--- src/rtl/syn_cmplx_abs.sv ---
// Complex magnitude: floor(sqrt(re^2 + im^2)) computed by a bit-serial integer
// square root, one result bit per cycle, with a valid/ready handshake on both sides.
module syn_cmplx_abs #(
   parameter int DATA_W = 16,
   parameter int TAG_W  = 8
) (
   input  logic                     clk,
   input  logic                     rst,
   input  logic                     in_valid,
   output logic                     in_ready,
   input  logic signed [DATA_W-1:0] in_re,
   input  logic signed [DATA_W-1:0] in_im,
   input  logic        [TAG_W-1:0]  in_tag,
   output logic                     out_valid,
   input  logic                     out_ready,
   output logic        [DATA_W-1:0] out_abs,
   output logic        [TAG_W-1:0]  out_tag
);

   localparam int CNT_W = (DATA_W > 1) ? $clog2(DATA_W) : 1;
   localparam int RAD_W = 2 * DATA_W;
   localparam int REM_W = DATA_W + 2;

   typedef enum logic [1:0] {IDLE, SQR, ROOT, DONE} stateT;

   stateT                     state;
   logic signed [DATA_W-1:0]  reReg;
   logic signed [DATA_W-1:0]  imReg;
   logic        [TAG_W-1:0]   tagReg;
   logic        [RAD_W-1:0]   radicand;
   logic        [DATA_W-1:0]  root;
   logic        [REM_W-1:0]   remainder;
   logic        [CNT_W-1:0]   count;

   logic signed [RAD_W-1:0]   reExt;
   logic signed [RAD_W-1:0]   imExt;
   logic        [RAD_W-1:0]   sumSq;
   logic        [REM_W-1:0]   remShift;
   logic        [REM_W-1:0]   trial;
   logic                      bitSet;
   logic        [DATA_W-1:0]  rootNext;

   // Sign-extending to the full radicand width first keeps (-2^(W-1))^2 exact;
   // the sum of two such squares only fits when treated as unsigned.
   always_comb begin
      // NOTE: every always_comb output gets a default first so no path can infer a latch.
      reExt    = RAD_W'(reReg);
      imExt    = RAD_W'(imReg);
      sumSq    = $unsigned(reExt * reExt) + $unsigned(imExt * imExt);
      remShift = {remainder[DATA_W-1:0], radicand[RAD_W-1 -: 2]};
      trial    = {root, 2'b01};
      bitSet   = (remShift >= trial);
      rootNext = {root[DATA_W-2:0], bitSet};
   end

   // NOTE: all state below uses non-blocking assignments so every register samples pre-edge values.
   always_ff @(posedge clk) begin
      if (rst) begin
         state     <= IDLE;
         in_ready  <= 1'b1;
         out_valid <= 1'b0;
         out_abs   <= '0;
         out_tag   <= '0;
         reReg     <= '0;
         imReg     <= '0;
         tagReg    <= '0;
         radicand  <= '0;
         root      <= '0;
         remainder <= '0;
         count     <= '0;
      end else begin
         case (state)
            IDLE: begin
               if (in_valid) begin
                  reReg    <= in_re;
                  imReg    <= in_im;
                  tagReg   <= in_tag;
                  in_ready <= 1'b0;
                  state    <= SQR;
               end
            end
            SQR: begin
               radicand  <= sumSq;
               root      <= '0;
               remainder <= '0;
               count     <= CNT_W'(DATA_W - 1);
               state     <= ROOT;
            end
            ROOT: begin
               // Consume the top two radicand bits per step, restoring-style digit recurrence.
               radicand  <= radicand << 2;
               remainder <= bitSet ? (remShift - trial) : remShift;
               root      <= rootNext;
               if (count == '0) begin
                  out_abs   <= rootNext;
                  out_tag   <= tagReg;
                  out_valid <= 1'b1;
                  state     <= DONE;
               end else begin
                  count <= count - CNT_W'(1);
               end
            end
            DONE: begin
               if (out_ready) begin
                  out_valid <= 1'b0;
                  in_ready  <= 1'b1;
                  state     <= IDLE;
               end
            end
            default: state <= IDLE;
         endcase
      end
   end

endmodule

--- config.mk ---
export PLATFORM = sky130hd
export DESIGN_NAME = syn_cmplx_abs
export DESIGN_NICKNAME = d
export VERILOG_FILES = /design/src/rtl/syn_cmplx_abs.sv
export SDC_FILE = /design/constraint.sdc
export NUM_CORES = 2
export LEC_CHECK = 0
export ABC_AREA = 1
export BUFFER_PORTS_ARGS = -buffer_cell sky130_fd_sc_hd__buf_2
export CORE_MARGIN = 4
export CORE_UTILIZATION = 53
export DETAILED_ROUTE_END_ITERATION = 16
export GPL_TIMING_DRIVEN = 0
export PLACE_DENSITY = 0.74
export SLEW_MARGIN = 20
export SYNTH_ARGS = -nofsm -noshare
export SYNTH_HDL_FRONTEND = slang
export SYNTH_SLANG_ARGS = --single-unit
--- constraint.sdc ---
create_clock -name clk -period 8.67 [get_ports clk]
set_input_delay 0.4335 -clock clk [delete_from_list [all_inputs] [get_ports clk]]
set_output_delay 0.4335 -clock clk [all_outputs]
set_load 0.1 [all_outputs]
==> qor.tcl <==
set qor(outcome) {completed}
set qor(finalClockSkew_ns) 0.0262
set qor(flow.area_growth_from_synthesis_pct) 6.86
set qor(achievable-frequency_ghz) 0.122
set qor(layout_common_cells) {inv_1 (834), nand2_1 (523), fa_1 (521)}
set qor(postSynth.asyncResetShare_pct) 0
set qor(effective_utilization_at_floorplan_pct) 54.0
set qor(first_drt_iteration_drcs) 1411
set qor(placement.io_buffers) 68
set qor(holdCritPathClass) {in -> reg}
set qor(worstSetupPathType) {reg -> reg}
set qor(total_number_of_h_tree_levels) 4
set qor(most_common_library_cell_in_the_layout_ignoring_fill_and_taps) {inv_1}
set qor(synth_top_area_share_pct) 43.3
set qor(regToRegSetupSlack_ns) 0.50
set qor(ios) 70
set qor(grt_util_met3_pct) 4.52
set qor(grt_max_degree) 17
set qor(cts_made_buffers) 17
set qor(critical_path_top_delay_cell) {inv_1}
set qor(worst-endpoint-arrival_ns) 8.49
set qor(synth_seq_area_share_pct) 11.3
set qor(drt_drc_violations_left) 0
set qor(worst_path_most_repeated_cell) {fa_1}
set qor(number_of_enable_flip_flop_cells_after_synthesis) 0
set qor(dominant_combinational_cell_family_by_area_after_synthesis) {adder cells}
set qor(cp-end-kind) {flop}
set qor(antenna-diode-count) 0
set qor(post_cts_resize_count) 0
set qor(overall_routing_resource_usage_pct) 27.8
set qor(synth_fa_ha_area_share_pct) 52.3
set qor(grt.met2_usage_pct) 46.5
set qor(core_region_area_sq_um) 44600
set qor(total_half_perimeter_wirelength_after_legalization_and_detailed_placement_mm) 55.7
set qor(worst_pin_slew_ns) 1.09
set qor(distinct_cell_type_count_of_the_synthesized_netlist) 42
set qor(final.period_utilization_pct) 94.3
set qor(use_met1_pct) 36.6
set qor(unrepaired_setup_endpoints_after_global_routing) {no}
set qor(max_slew_margin_pct) 27.3
set qor(place_congestion) 0.965
set qor(clock_latency_ns) 0.47
set qor(yosys_warnings) 0
set qor(timing.max_cap.violations) 0
set qor(syn_inst) 2920
set qor(synth.avg_cell_area_sq_um) 8.25
set qor(largest_fanout_on_the_critical_path) 14
set qor(synth-xor-area-share_pct) 1.20
set qor(yosys_most_used_dff) {dfxtp_1}
set qor(floorplan.rows) 77
set qor(dieWidth_um) 221
set qor(cts_setup_buffers) 0
set qor(register_clock_pin_slew_on_the_reported_worst_setup_and_hold_paths_ns) 0.07
set qor(drtAntennaViolNets) 0
set qor(cts-hold-fix-buffers) 0
set qor(grt_antenna_before_repair) 2
set qor(drive_gt1_share_pct) 4.30
set qor(grt_pass1_wl_mm) 107
set qor(setup-violations-final) 0
set qor(synth_largest_area_cell) {fa_1}
set qor(ys_ff_latch) 136
set qor(wire_per_inst_um) 18.0
set qor(maxSlewViolCount) 0
set qor(cp-start-kind) {flop}
set qor(grt_most_used_layer) {met2}
set qor(finalWorstPathRequiredPeriod_ns) 8.17
set qor(timing_hold_violations_final) 0
set qor(numClockSinks) 136
set qor(netlist_area_sq_um) 24100
set qor(nFillCells) 4111
set qor(timing.critical_path.slowest_cell_delay_ns) 0.64
set qor(cp.required_ns) 8.99
set qor(via_count_of_the_first_global_routing_pass) 20490
set qor(nNetsFinal) 3745
set qor(globalRouteOverflowTotal) 0
set qor(dr_total_vias) 18842
set qor(postRouteWirelength_mm) 65.0
set qor(fin_setup_tns_ns) 0
set qor(clk_path_buf_depth) 2
set qor(die-height_um) 221
set qor(drt_first_pass_iters) 6
set qor(synth_compound_gate_area_share_pct) 7.44
set qor(clockRootBuffer) {clkbuf_16}
set qor(synthesis.nets) 3658
set qor(clock_tree_from_tritoncts) {yes}
set qor(mux_share_of_post_synthesis_cell_area_pct) 0
set qor(post_synth_main_area_contributors) {fa_1 (43%), inv_1 (13%), dfxtp_1 (11%)}
set qor(vias_per_cell) 5.22
set qor(post_synth_and_or_nand_nor_area_fraction_pct) 12.9
set qor(die_area_sq_um) 48900
set qor(crit_chain) {clkbuf_1, nand2_1, inv_1, fa_1, inv_1, fa_1, fa_1, inv_1, fa_1, fa_1, fa_1, fa_1, inv_1, fa_1, inv_1, ha_1, a21oi_1, o21ai_0, a21oi_1, nand3_1, or2_2, nand3_1, a31oi_1}
[cell usage after synthesis (all sizes together) (9+ instances only)]
cell type,instances
xnor2,17
a31oi,17
fa,521
nor2,143
o21ai,127
o211ai,10
nor3,12
buf,14
nand4,14
nand2,523
or2,11
nand3,64
dfxtp,136
a21oi,158
xor2,16
clkbuf,96
inv,835
ha,173
a21o,9
[routing by layer]
layer / routed length [um] / up-vias
met1: 26400 / 9344
met2: 31300 / 682
met4: 2760 / 0
li1: - / 8695
met3: 4600 / 121
met5: 0 / -
[kinds of logic after synthesis]
family | count (synthesis)
other cells | 1
flops | 136
compound gates | 335
fa+ha+maj | 694
simple gates | 773
buf+inv | 948
xor+xnor | 33
[per-stage QoR]
step	hold slack, ns	std cells	cell area, sq um	setup WS [ns]	utilization (%)
floorplan	0.444	2920	24100	1.95	-
global placement	0.454	3580	25200	0.663	56.4
detailed placement	0.462	3580	25200	0.615	56.4
CTS	0.168	3612	25800	0.584	57.7
global route	0.187	3612	25800	0.124	57.7
finish	0.199	3612	25800	0.498	57.7
[area by class of cell]
type / count / area (sq um) / share of cell area, %
Multi-Input combinational cell: 1836 / 17800 / 69.1
Inverter: 838 / 3150 / 12.2
Clock buffer: 18 / 439 / 1.71
Tap cell: 592 / 741 / 2.88
Timing Repair Buffer: 68 / 340 / 1.32
Clock inverter: 14 / 134 / 0.520
Buffer: 110 / 443 / 1.72
Sequential cell: 136 / 2720 / 10.6
[critical path, delay by kind of cell, from the launching register on]
kind / cells / cell delay, ns
AND/OR/NAND/NOR: 4 / 0.89
adder cells (fa/ha/maj): 9 / 4.32
buffers and inverters: 6 / 1.39
AO/OA/AOI/OAI: 4 / 0.86
flip-flops: 1 / 0.54
[flip-flops by register name, indices dropped and copies added (netlist names)]
register and flops:
tagReg 8, remainder 16, imReg 16, out_abs 16, state 2, count 4, radicand 32, out_valid 1
reReg 16, root 16, in_ready 1, out_tag 8
[path summary, 6_finish.rpt]
kind,end,start,cells after the start
worst max-delay path,radicand[25],imReg[15],23
worst min-delay path,out_valid,out_ready,2
worst max register to register,radicand[25],imReg[15],23
worst min register to register,radicand[1],radicand[1],2
Power is left out: the tool's default activity adds up to more than one toggle a clock period on the data nets, which glitch-free logic cannot reach.
